`config.mk`:
```
export PLATFORM = sky130hd
export DESIGN_NAME = ifetch_unit_flat
export DESIGN_NICKNAME = d
export VERILOG_FILES = /design/src/rtl/ifetch_unit_pkg.sv /design/src/rtl/ifetch_unit_if.sv /design/src/rtl/ifetch_unit_fetch_slot.sv /design/src/rtl/ifetch_unit.sv /design/src/flat_wrapper.sv
export SDC_FILE = /design/constraint.sdc
export NUM_CORES = 1
export LEC_CHECK = 0
export CAP_MARGIN = 5
export CELL_PAD_IN_SITES_DETAIL_PLACEMENT = 1
export CELL_PAD_IN_SITES_GLOBAL_PLACEMENT = 2
export CORE_ASPECT_RATIO = 1.2
export CORE_MARGIN = 2
export CORE_UTILIZATION = 28
export CTS_CLUSTER_SIZE = 8
export DETAILED_ROUTE_END_ITERATION = 6
export GPL_TIMING_DRIVEN = 0
export PLACE_DENSITY = 0.91
export SYNTH_ARGS = -nofsm -noshare
export SYNTH_HDL_FRONTEND = slang
export SYNTH_HIERARCHICAL = 1
export SYNTH_SLANG_ARGS = --single-unit
```
`constraint.sdc`:
```
create_clock -name clk -period 6.5 [get_ports clk]
set_clock_uncertainty 0.05 [all_clocks]
set_input_delay 1.3 -clock clk [delete_from_list [all_inputs] [get_ports clk]]
set_output_delay 1.3 -clock clk [all_outputs]
set_load 0.005 [all_outputs]
```
`src/rtl/ifetch_unit_pkg.sv`:
```
// Shared core definitions for instruction fetch: exception causes, NOP encoding,
// reset PC default and the fetch-packet layout consumed by decode.
package ifetch_unit_pkg;

  localparam logic [3:0]  EXC_INSTR_MISALIGNED = 4'd0;
  localparam logic [3:0]  EXC_INSTR_ACCESS     = 4'd1;
  localparam logic [31:0] NOP_ENC              = 32'h0000_0013;
  localparam logic [63:0] RESET_PC_DEF         = 64'h0000_0000_0000_0000;

  typedef struct packed {
    logic [63:0] pc;
    logic [31:0] instr;
    logic        exc_en;
    logic [3:0]  exc_code;
    logic [63:0] exc_val;
  } fetch_pkt_t;

  typedef enum logic {
    ST_RUN  = 1'b0,
    ST_HALT = 1'b1
  } fetch_state_t;

endpackage

```
`src/rtl/ifetch_unit_if.sv`:
```
// Fetch-unit bus: redirect input, combinational imem port and the decode handshake.
interface ifetch_unit_if;
  logic        redirect_en;
  logic [63:0] redirect_pc;
  logic [63:0] imem_pc_addr;
  logic [31:0] imem_instruction;
  logic        imem_exc_en;
  logic [3:0]  imem_exc_code;
  logic [63:0] imem_exc_val;
  logic        out_valid;
  logic        out_ready;
  logic [63:0] out_pc;
  logic [31:0] out_instr;
  logic        out_exc_en;
  logic [3:0]  out_exc_code;
  logic [63:0] out_exc_val;

  modport master (
    input  redirect_en, redirect_pc, imem_instruction, imem_exc_en,
           imem_exc_code, imem_exc_val, out_ready,
    output imem_pc_addr, out_valid, out_pc, out_instr, out_exc_en,
           out_exc_code, out_exc_val
  );

  modport slave (
    output redirect_en, redirect_pc, imem_instruction, imem_exc_en,
           imem_exc_code, imem_exc_val, out_ready,
    input  imem_pc_addr, out_valid, out_pc, out_instr, out_exc_en,
           out_exc_code, out_exc_val
  );
endinterface

```
`src/rtl/ifetch_unit_fetch_slot.sv`:
```
// Single-entry output register for fetch packets; flush beats load beats pop,
// and the packet fields hold while the entry is not reloaded.
module fetch_slot
  import ifetch_unit_pkg::*;
#(
  parameter logic [31:0] NOP_INSTR = NOP_ENC
) (
  input  logic       clk,
  input  logic       rst,
  input  logic       load,
  input  logic       flush,
  input  logic       pop,
  input  fetch_pkt_t pkt_in,
  output logic       valid,
  output fetch_pkt_t pkt_out
);

  always_ff @(posedge clk or posedge rst) begin
    if (rst) begin
      valid   <= 1'b0;
      pkt_out <= '{pc: '0, instr: NOP_INSTR, exc_en: 1'b0, exc_code: '0, exc_val: '0};
    end else if (flush) begin
      valid <= 1'b0;
    end else if (load) begin
      valid   <= 1'b1;
      pkt_out <= pkt_in;
    end else if (pop) begin
      valid <= 1'b0;
    end
  end

endmodule

```
`src/rtl/ifetch_unit.sv`:
```
// Instruction-fetch initiator: owns the PC, probes the combinational imem and
// fills a one-entry output slot; stops fetching after a fault until redirected.
module ifetch_unit
  import ifetch_unit_pkg::*;
#(
  parameter logic [63:0] RESET_PC  = RESET_PC_DEF,
  parameter logic [31:0] NOP_INSTR = NOP_ENC
) (
  input  logic          clk,
  input  logic          rst,
  ifetch_unit_if.master bus
);

  logic [63:0]  pc, pc_nxt;
  fetch_state_t state, state_nxt;
  logic         slot_valid, slot_free, fire, load;
  fetch_pkt_t   new_pkt, slot_pkt;

  assign fire      = slot_valid && bus.out_ready;
  assign slot_free = !slot_valid || bus.out_ready;

  always_ff @(posedge clk or posedge rst) begin
    if (rst) begin
      pc    <= RESET_PC;
      state <= ST_RUN;
    end else begin
      pc    <= pc_nxt;
      state <= state_nxt;
    end
  end

  // Redirect wins over fetch and consumes the cycle; a fault parks the PC on the faulting address.
  always_comb begin
    pc_nxt    = pc;
    state_nxt = state;
    load      = 1'b0;
    new_pkt   = '{pc: pc, instr: NOP_INSTR, exc_en: 1'b0,
                  exc_code: EXC_INSTR_MISALIGNED, exc_val: '0};
    if (bus.redirect_en) begin
      pc_nxt    = bus.redirect_pc;
      state_nxt = ST_RUN;
    end else if (state == ST_RUN && slot_free) begin
      load = 1'b1;
      if (pc[1:0] != 2'b00) begin
        new_pkt.exc_en  = 1'b1;
        new_pkt.exc_val = pc;
        state_nxt       = ST_HALT;
      end else if (bus.imem_exc_en) begin
        new_pkt.exc_en   = 1'b1;
        new_pkt.exc_code = bus.imem_exc_code;
        new_pkt.exc_val  = bus.imem_exc_val;
        state_nxt        = ST_HALT;
      end else begin
        new_pkt.instr = bus.imem_instruction;
        pc_nxt        = pc + 64'd4;
      end
    end
  end

  fetch_slot #(.NOP_INSTR(NOP_INSTR)) u_slot (
    .clk     (clk),
    .rst     (rst),
    .load    (load),
    .flush   (bus.redirect_en),
    .pop     (fire),
    .pkt_in  (new_pkt),
    .valid   (slot_valid),
    .pkt_out (slot_pkt)
  );

  assign bus.imem_pc_addr = pc;
  assign bus.out_valid    = slot_valid;
  assign bus.out_pc       = slot_pkt.pc;
  assign bus.out_instr    = slot_pkt.instr;
  assign bus.out_exc_en   = slot_pkt.exc_en;
  assign bus.out_exc_code = slot_pkt.exc_code;
  assign bus.out_exc_val  = slot_pkt.exc_val;

endmodule

```
`src/flat_wrapper.sv`:
```
// flat-port wrapper written by rule: the top's interface ports become plain ports
module ifetch_unit_flat import ifetch_unit_pkg::*;
#(
  parameter logic [63:0] RESET_PC  = RESET_PC_DEF,
  parameter logic [31:0] NOP_INSTR = NOP_ENC
)
  (clk, rst, bus_redirect_en, bus_redirect_pc, bus_imem_instruction, bus_imem_exc_en, bus_imem_exc_code, bus_imem_exc_val, bus_out_ready, bus_imem_pc_addr, bus_out_valid, bus_out_pc, bus_out_instr, bus_out_exc_en, bus_out_exc_code, bus_out_exc_val);
  ifetch_unit_if bus_i ();
  input  logic clk;
  input  logic rst;
  input wire logic [$bits(bus_i.redirect_en)-1:0] bus_redirect_en;
  input wire logic [$bits(bus_i.redirect_pc)-1:0] bus_redirect_pc;
  input wire logic [$bits(bus_i.imem_instruction)-1:0] bus_imem_instruction;
  input wire logic [$bits(bus_i.imem_exc_en)-1:0] bus_imem_exc_en;
  input wire logic [$bits(bus_i.imem_exc_code)-1:0] bus_imem_exc_code;
  input wire logic [$bits(bus_i.imem_exc_val)-1:0] bus_imem_exc_val;
  input wire logic [$bits(bus_i.out_ready)-1:0] bus_out_ready;
  output wire logic [$bits(bus_i.imem_pc_addr)-1:0] bus_imem_pc_addr;
  output wire logic [$bits(bus_i.out_valid)-1:0] bus_out_valid;
  output wire logic [$bits(bus_i.out_pc)-1:0] bus_out_pc;
  output wire logic [$bits(bus_i.out_instr)-1:0] bus_out_instr;
  output wire logic [$bits(bus_i.out_exc_en)-1:0] bus_out_exc_en;
  output wire logic [$bits(bus_i.out_exc_code)-1:0] bus_out_exc_code;
  output wire logic [$bits(bus_i.out_exc_val)-1:0] bus_out_exc_val;
  assign bus_i.redirect_en = bus_redirect_en;
  assign bus_i.redirect_pc = bus_redirect_pc;
  assign bus_i.imem_instruction = bus_imem_instruction;
  assign bus_i.imem_exc_en = bus_imem_exc_en;
  assign bus_i.imem_exc_code = bus_imem_exc_code;
  assign bus_i.imem_exc_val = bus_imem_exc_val;
  assign bus_i.out_ready = bus_out_ready;
  assign bus_imem_pc_addr = bus_i.imem_pc_addr;
  assign bus_out_valid = bus_i.out_valid;
  assign bus_out_pc = bus_i.out_pc;
  assign bus_out_instr = bus_i.out_instr;
  assign bus_out_exc_en = bus_i.out_exc_en;
  assign bus_out_exc_code = bus_i.out_exc_code;
  assign bus_out_exc_val = bus_i.out_exc_val;
  ifetch_unit #(.RESET_PC(RESET_PC), .NOP_INSTR(NOP_INSTR)) u_core (.clk(clk), .rst(rst), .bus(bus_i));
endmodule
```
==> flow_results.org, run 1 <==
** Yosys
- The synthesized netlist devotes 18.21% of its cell area to simple gates.
- Largest family of logic cells by synthesized area :: simple AND/OR/NAND/NOR gates
- Warnings from Yosys :: 6
- After synthesis, the mean cell area works out to 10.37 um^2.
- Seq/Total Area, Yosys :: 47.99%
- The synthesized netlist contains 54 unique library cells.
- Synthesized-area fraction occupied by xor and xnor cells :: 1.962%
- The synthesized netlist devotes 7.494% of its cell area to compound gates.
- Synthesis inferred 231 register bits.
- Number of standard cells after synthesis :: 1162
- The mapped netlist covers 12050 um^2.
- After synthesis, the share of cell area in mux cells is 15.90%.
- Post-Synth Adder-Cell Area :: 0.1038%
- Synth Net Count :: 1332

** STA
- Measured against its own limit, the worst slew margin works out to 21.60%.
- The max-slew violation count came to 0.
- Final worst slack :: 2.220 ns
- Post-route clock period utilization :: 65.85%
- The hold violation total from the final report was 0.
- Number of failing setup endpoints in the final timing report :: 0
- Setup repair after global routing left no endpoint under its margin.
- Final hold slack :: 0.4532 ns
- Max Freq :: 233.6 MHz
- The routed design could run at a clock period as short as 4.280 ns.
- For the pin with the worst max-slew slack, the measured transition is 1.165 ns.

** Final layout
- Share of cells above drive strength 1 :: 19.34%
- Post-route design area :: 17790 um^2
- After the last flow step, the layout net total stands at 1768.
- From synthesis to final layout, the design area changed by 47.55%.
- Leading cell types in the layout, fill and taps excluded :: 397 x clkdlybuf4s50_1, 228 x dfrtp_1, 156 x mux2_2
- Leaving out fill and tap cells, the most frequent cell in the layout is clkdlybuf4s50_1.

** CTS
- Buffers added to address setup during post-CTS repair amount to 0.
- Counting the buffers created by CTS gives 35.
- TritonCTS built the clock tree.
- Clock-pin slew was measured on the worst setup and hold paths at 0.05 ns.
- The clock drives 231 sinks.
- Clock latency on the worst-skew pair, taken at its later pin, is 0.51 ns.
- Max H-tree Level :: 2
- Clk buf depth :: 3
- The number of gates resized after CTS was 0.
- Cell chosen for the clock root :: clkbuf_16
- In this run, post-CTS hold repair placed 0 buffers.

** Floorplan
- Effective utilization at floorplan :: 28.24%
- Measured along the x axis, the die boundary spans 193.4 um.
- # IOs :: 399
- The floorplan has 83 rows.
- The floorplan step defined a core boundary enclosing 42680 um^2.
- Floorplan die area :: 44730 um^2
- Vertical die dimension :: 231.3 um

** Detailed routing
- First-pass DRT Iterations :: 5
- Summing over every cut layer, the via total after detailed routing is 10873.
- The final layout contains routed wiring with a total length of 49200 um.
- The detail route stage leaves a number of antenna-violating nets equal to 0.
- Initial DRC count :: 387
- Average wire per standard cell :: 22.67 um
- For this run, design rule violations remaining after detail routing come to 0.
- Using the TritonRoute via totals, the vias-per-cell ratio works out to 5.011.

** Pwr
- IR analysis of the VDD net gives a maximum drop of 171.8 uV.
- Net switching power :: 1.420 mW
- In this run switching power makes up 28.18% of total power.
- Pleak :: 7.351 nW
- Clock network fraction of design power :: 33.4%
- In this run the power density over the cells is 283.4 nW/um^2.
- Sum of internal, switching and leakage power :: 5.041 mW
- In this run, flip-flops and latches consume 38.5% of the power.
- Of the total power, combinational logic draws 28.1%.
- Total internal power :: 3.620 mW

** GRT
- Entering global routing, the biggest net connects 89 pins.
- The first global-routing pass estimated 74690 um of wire.
- Vias in the first global route :: 11994
- Antenna violations before repair :: 11
- Global router's overall resource usage :: 21.73%
- After global routing the overflow that remains totals 0.

** Critical path
- Data on the critical path is required at its endpoint by 6.84 ns.
- The worst setup path is captured at a flop.
- Crit-path max FO :: 10
- The worst setup path is of the input port to flop kind.
- Worst setup slack for register-to-register paths :: 3.20 ns
- Data arrives at the worst endpoint at 4.62 ns.
- Startpoint type of the worst setup path :: input port

** Job
- Count of max-cap constraint violations :: 0

** Place
- Post-DP HPWL :: 36900 um
- Timing analysis after detailed placement gives a worst setup slack of 1.514 ns.
- At the end of routability-driven placement, the weighted congestion stood at 0.8221.
- Buffers on Ports :: 397
- Cell area after placement :: 16780 um^2

** Hold path
- The path class of the tightest hold or removal check is flop to flop.

** Outcome
- The run finished with clean final reports.
registers in the layout, indices dropped and copies added (netlist names):
signal                   flops
u_core/bus.imem_pc_addr     64
u_core/state                 1
u_core/u_slot/pkt_out      165
u_core/u_slot/valid          1
Yosys cell counts, drive strengths merged:
cell type / count / area [um^2]
buf: 87 / 739.4
o31ai: 11 / 82.58
ha: 1 / 12.51
a311o: 1 / 10.01
a31oi: 29 / 181.4
nor3b: 1 / 7.510
and3: 36 / 225.2
o22ai: 1 / 6.260
mux2i: 1 / 10.01
clkbuf: 52 / 195.2
and2: 4 / 25.02
nand4bb: 1 / 11.26
o311ai: 1 / 8.760
nand2b: 7 / 43.79
nor4bb: 1 / 10.01
nor2: 50 / 187.7
nor3: 11 / 65.06
or4: 16 / 123.9
o211ai: 2 / 15.01
xnor2: 9 / 78.83
a22oi: 4 / 30.03
a31o: 1 / 8.760
o21ai: 47 / 235.2
dfrtp: 228 / 5705
mux2: 166 / 1907
nand3: 88 / 450.4
nor2b: 5 / 38.78
inv: 19 / 71.32
or2: 2 / 12.51
xor2: 18 / 157.7
and4: 6 / 53.80
or4b: 2 / 23.77
nand4: 36 / 246.5
a221o: 1 / 10.01
nand2: 122 / 457.9
nor4: 10 / 92.59
or3: 19 / 118.9
a21oi: 63 / 315.3
dfstp: 3 / 78.83
worst paths after layout:
path | startpoint | to | depth (start not counted)
hold / removal | u_core/u_slot/pkt_out[163] | u_core/u_slot/pkt_out[163] | 1
setup / recovery | bus_redirect_en | u_core/u_slot/pkt_out[35] | 8
hold reg to reg | u_core/u_slot/pkt_out[163] | u_core/u_slot/pkt_out[163] | 1
max in group asynchronous | rst | u_core/u_slot/pkt_out[69] | 3
setup reg to reg | u_core/bus.imem_pc_addr[1] | u_core/bus.imem_pc_addr[39] | 6
min in group asynchronous | rst | u_core/bus.imem_pc_addr[11] | 2
power by group through the flow:
stage          clock (mW)  combinational (mW)  sequential, mW
4_1_cts              1.73                1.44            1.94
3_5_place_dp            0                1.43            1.96
3_3_place_gp            0                1.39            1.95
5_1_grt              1.79                1.52            1.98
2_1_floorplan           0               0.548            1.92
6_report             1.69                1.41            1.94
critical path, cell delays in order:
cell	delay, ns
clkdlybuf4s50_1	0.57
clkbuf_1	0.50
inv_1	0.28
nand3_1	0.29
clkbuf_1	0.82
clkbuf_1	0.48
a21oi_1	0.08
mux2_2	0.28
per-layer routing:
layer	routed length (um)	vias to the layer above	share of wire (%)	GRT usage (%)
li1	-	4961	-	-
met3	2846	92	5.8	4.715
met5	23	-	0.047	0
met2	24970	360	51	38.19
met1	19700	5456	40	25.73
met4	1658	4	3.4	8.850
final cells by class:
class                   instances  area [um^2]
diodes                         10        25.02
plain buffers                 139        934.6
clock buffers                  46        969.7
clock inverters                 1        7.507
fillers                      4750        24900
inverters                      19        81.33
multi-input cells             773         5264
flip-flops and latches        231         5784
well taps                     552        690.7
repair buffers                399         4029
logic make-up after synthesis:
kind of cell,Yosys count
xor+xnor,27
compound gates,161
buf+inv,158
flops,231
mux,167
simple gates,417
fa+ha+maj,1
per-stage QoR:
step | cells | utilization, % | TNS [ns]
finish | 2170 | 41.67 | 0
global placement | 2111 | 39.17 | -306.98
CTS | 2160 | 41.61 | 0
global route | 2169 | 41.66 | 0
floorplan | 1162 | - | 0
detailed placement | 2113 | 39.32 | 0
No activity file was read; power rests on OpenSTA's default activity.
==> inputs of run 2 (changes only) <==
- clock period: 6.5 -> 4.1 ns (I/O delays scaled with it)
==> flow_results.org, run 2 (same netlist as run 1, synthesis figures left out) <==
** Outcome
- Run status :: completed

** CTS
- The clock transition at the registers of the reported paths was 0.05 ns (about the same).
- The number of setup buffers added after CTS is 0 (unchanged).
- The insertion delay of the later-clocked pin in the worst-skew pair came to 0.52 ns (about the same).
- The number of buffers added to fix hold violations after cts came to 0 (unchanged).
- CTS resizes :: 0 (unchanged)
- TritonCTS built the clock tree.
- The number of sinks driven by the clock tree came to 231 (unchanged).
- CTS placed an instance of clkbuf_16 at the clock tree root.
- The number of clock buffers inserted by TritonCTS was 34 (-2.9%).
- Clk buf depth :: 3 (unchanged)
- Max H-tree Level :: 2 (unchanged)

** Pwr
- Areal power density over the cells :: 447.1 nW/um^2 (+58%)
- The leakage power is 7.361 nW (+0.14%).
- IR drop worst, VDD :: 256.9 uV (+50%)

** Critical path
- The worst setup path is of the input port to flop kind.
- Walking the worst path, the cells encountered are clkdlybuf4s50_1 -> clkbuf_1 -> inv_1 -> nand3_1 -> clkbuf_1 -> clkbuf_1 -> a21oi_1 -> mux2_2.
- Slowest stage cell on the critical path :: clkbuf_1
- R2R Path End :: u_core/bus.imem_pc_addr[34]
- The most numerous cell type found on the critical path is clkbuf_1.
- The data arrival time at the worst-slack endpoint came to 4.19 ns (-0.43 ns).
- The setup slack of the most critical reg-to-reg path was 0.92 ns (-2.28 ns).
- STA classifies the critical path startpoint as an input port.
- Endpoint kind of the worst setup timing path :: flop
- The stage delay of the slowest cell on the critical path was 0.83 ns (about the same).
- The maximum fanout encountered on the critical timing path is 10 (unchanged).
- The startpoint identified for the worst register-to-register timing path is u_core/bus.imem_pc_addr[7].
- The required time at the endpoint of the critical path was 4.44 ns (-2.40 ns).
- Reg2reg path depth :: 6 (unchanged)

** Hold path
- The number of cells on the worst hold path is 1 (unchanged).
- The worst hold path begins at u_core/u_slot/pkt_out[158].
- The worst hold path terminates at u_core/u_slot/pkt_out[158].
- Class of the tightest hold or removal check :: flop to flop

** Floorplan
- Floorplan die area :: 44730 um^2 (unchanged)
- Die span in x :: 193.4 um (unchanged)
- The placeable core region was 42680 um^2 (unchanged).
- Vertical die dimension :: 231.3 um (unchanged)
- The initial core utilization came to 28.24% (unchanged).
- Row count :: 83 (unchanged)
- The number of ports placed on the die boundary came to 399 (unchanged).

** Detailed routing
- The remaining number of nets flagged by the antenna check after routing came to 0 (unchanged).
- Initial DRC count :: 434 (+12%)
- # DRC :: 0 (unchanged)
- Average wire per standard cell :: 23.04 um (+1.6%)
- Number of vias in the routed layout :: 10967 (+0.86%)
- First-pass DRT Iterations :: 6 (+1)
- The routed wire length was 50010 um (+1.6%).
- The via count normalized by instance count came to 5.054 (+0.86%).

** Final layout
- Share of cells above drive strength 1 :: 19.40% (+0.062 points)
- Max reg flops :: 165 (unchanged)
- Most common cell after layout, fill and taps aside :: clkdlybuf4s50_1
- Final cell count without fillers :: 2170 (unchanged)
- The count of nets after finishing came to 1770 (+0.11%).
- The post-layout utilization of the core came to 41.73% (+0.056 points).
- Relative to the synthesized area, the layout overhead comes to 47.75%.
- Leading cell types in the layout, fill and taps excluded :: 397 x clkdlybuf4s50_1, 228 x dfrtp_1, 156 x mux2_2
- Register ranked first by flip-flop count :: u_core/u_slot/pkt_out

** GRT
- The global-route usage over all layers is 22.09% (+0.36 points).
- The initial antenna violation count was 13 (+2).
- Pin count of the biggest net entering global routing :: 61 (-31%)
- The residual overflow from global routing was 0 (unchanged).
- Global-route wire length before repair :: 76130 um (+1.9%)
- The number of global-route vias before repair was 12201 (+1.7%).

** STA
- The final critical path takes up 93.87% of the cycle.
- Max Freq :: 259.8 MHz
- Post-route minimum period :: 3.849 ns
- Number of failing setup endpoints in the final timing report :: 0 (unchanged)
- Tightest Pin Transition :: 1.193 ns (+0.02818 ns)
- Relative slew slack :: 20.44% (-1.2 points)
- Setup repair after global routing left no endpoint under its margin.
- Final worst slack :: 0.2514 ns (-1.968 ns)
- Number of hold violations in the final report :: 0 (unchanged)
- The max-slew violation count was 0 (unchanged).

** Place
- The pre-CTS setup slack is -0.4497 ns (-1.964 ns).
- Routability-driven placement congestion ratio :: 0.8279 (+0.71%)
- The HPWL after detailed placement is 37760 um (+2.3%).
- Buffers on Ports :: 397 (unchanged)
- Cell count after placement :: 2116 (+0.14%)

** Job
- The max-cap check violation count came to 0 (unchanged).
run 2: cell count changes in the layout (fill, tap and decap cells not counted), sizes merged:
cell    before  now
buf         89   92
clkbuf      98   96
inv         19   18
run 2: power by group:
group	internal [mW]	leakage, nW	switching [mW]	total, mW
registers	2.72	2.89	0.369	3.09
logic	1.40	4.00	0.851	2.25
clock network	1.60	0.464	1.03	2.62
run 2: routing by layer:
layer  GRT usage, %  share of wire [%]  wire (um)
met3          4.919                5.9       2945
met1          25.48                 39      19360
met5              0               0.17         84
met2          39.31                 51      25660
met4          9.518                3.9       1952
run 2: worst max-delay path: cells and delay by family:
family	cells	cell delay (ns)
buffers and inverters	5	2.69
and+or+nand+nor	1	0.29
muxes	1	0.29
AOI/OAI and AO/OA	1	0.09
run 2: cell type report:
class / instances / area [um^2]
antenna: 10 / 25.02
buffer: 139 / 934.6
clock buffer: 44 / 952.2
fill: 4768 / 24870
inverter: 19 / 77.57
multi-input combinational: 773 / 5264
sequential: 231 / 5784
tap: 552 / 690.7
timing repair buffer: 402 / 4081
run 2: how the worst max path moves through the flow:
stage / start / to / slack (ns) / cells after the start
after floorplan: rst / u_core/u_slot/pkt_out[0] / 1.12 / 1
after global placement: rst / u_core/u_slot/pkt_out[15] / -0.49 / 2
after detailed placement: bus_redirect_en / u_core/u_slot/pkt_out[34] / -0.45 / 8
after CTS: bus_redirect_en / u_core/u_slot/pkt_out[27] / 0.08 / 8
after global routing: bus_redirect_en / u_core/u_slot/pkt_out[19] / 0.02 / 8
final: bus_redirect_en / u_core/u_slot/pkt_out[27] / 0.25 / 8
run 2: stage by stage:
stage               TNS [ns]  instance area (um^2)  hold slack (ns)  power (mW)
finish                     0                 17810           0.4515       7.963
global placement      -92.44                 16720           0.4378       5.299
global route               0                 17800           0.4613       8.369
CTS                        0                 17780           0.4564       8.095
floorplan                  0                 12060           0.4513       3.915
detailed placement    -16.34                 16830           0.4453       5.390
==> inputs of run 3 (changes only) <==
- ABC_CLOCK_PERIOD_IN_PS: default -> 4100
==> results of run 3 <==
No change in the layout: final DEF, timing and power equal those of run 2.
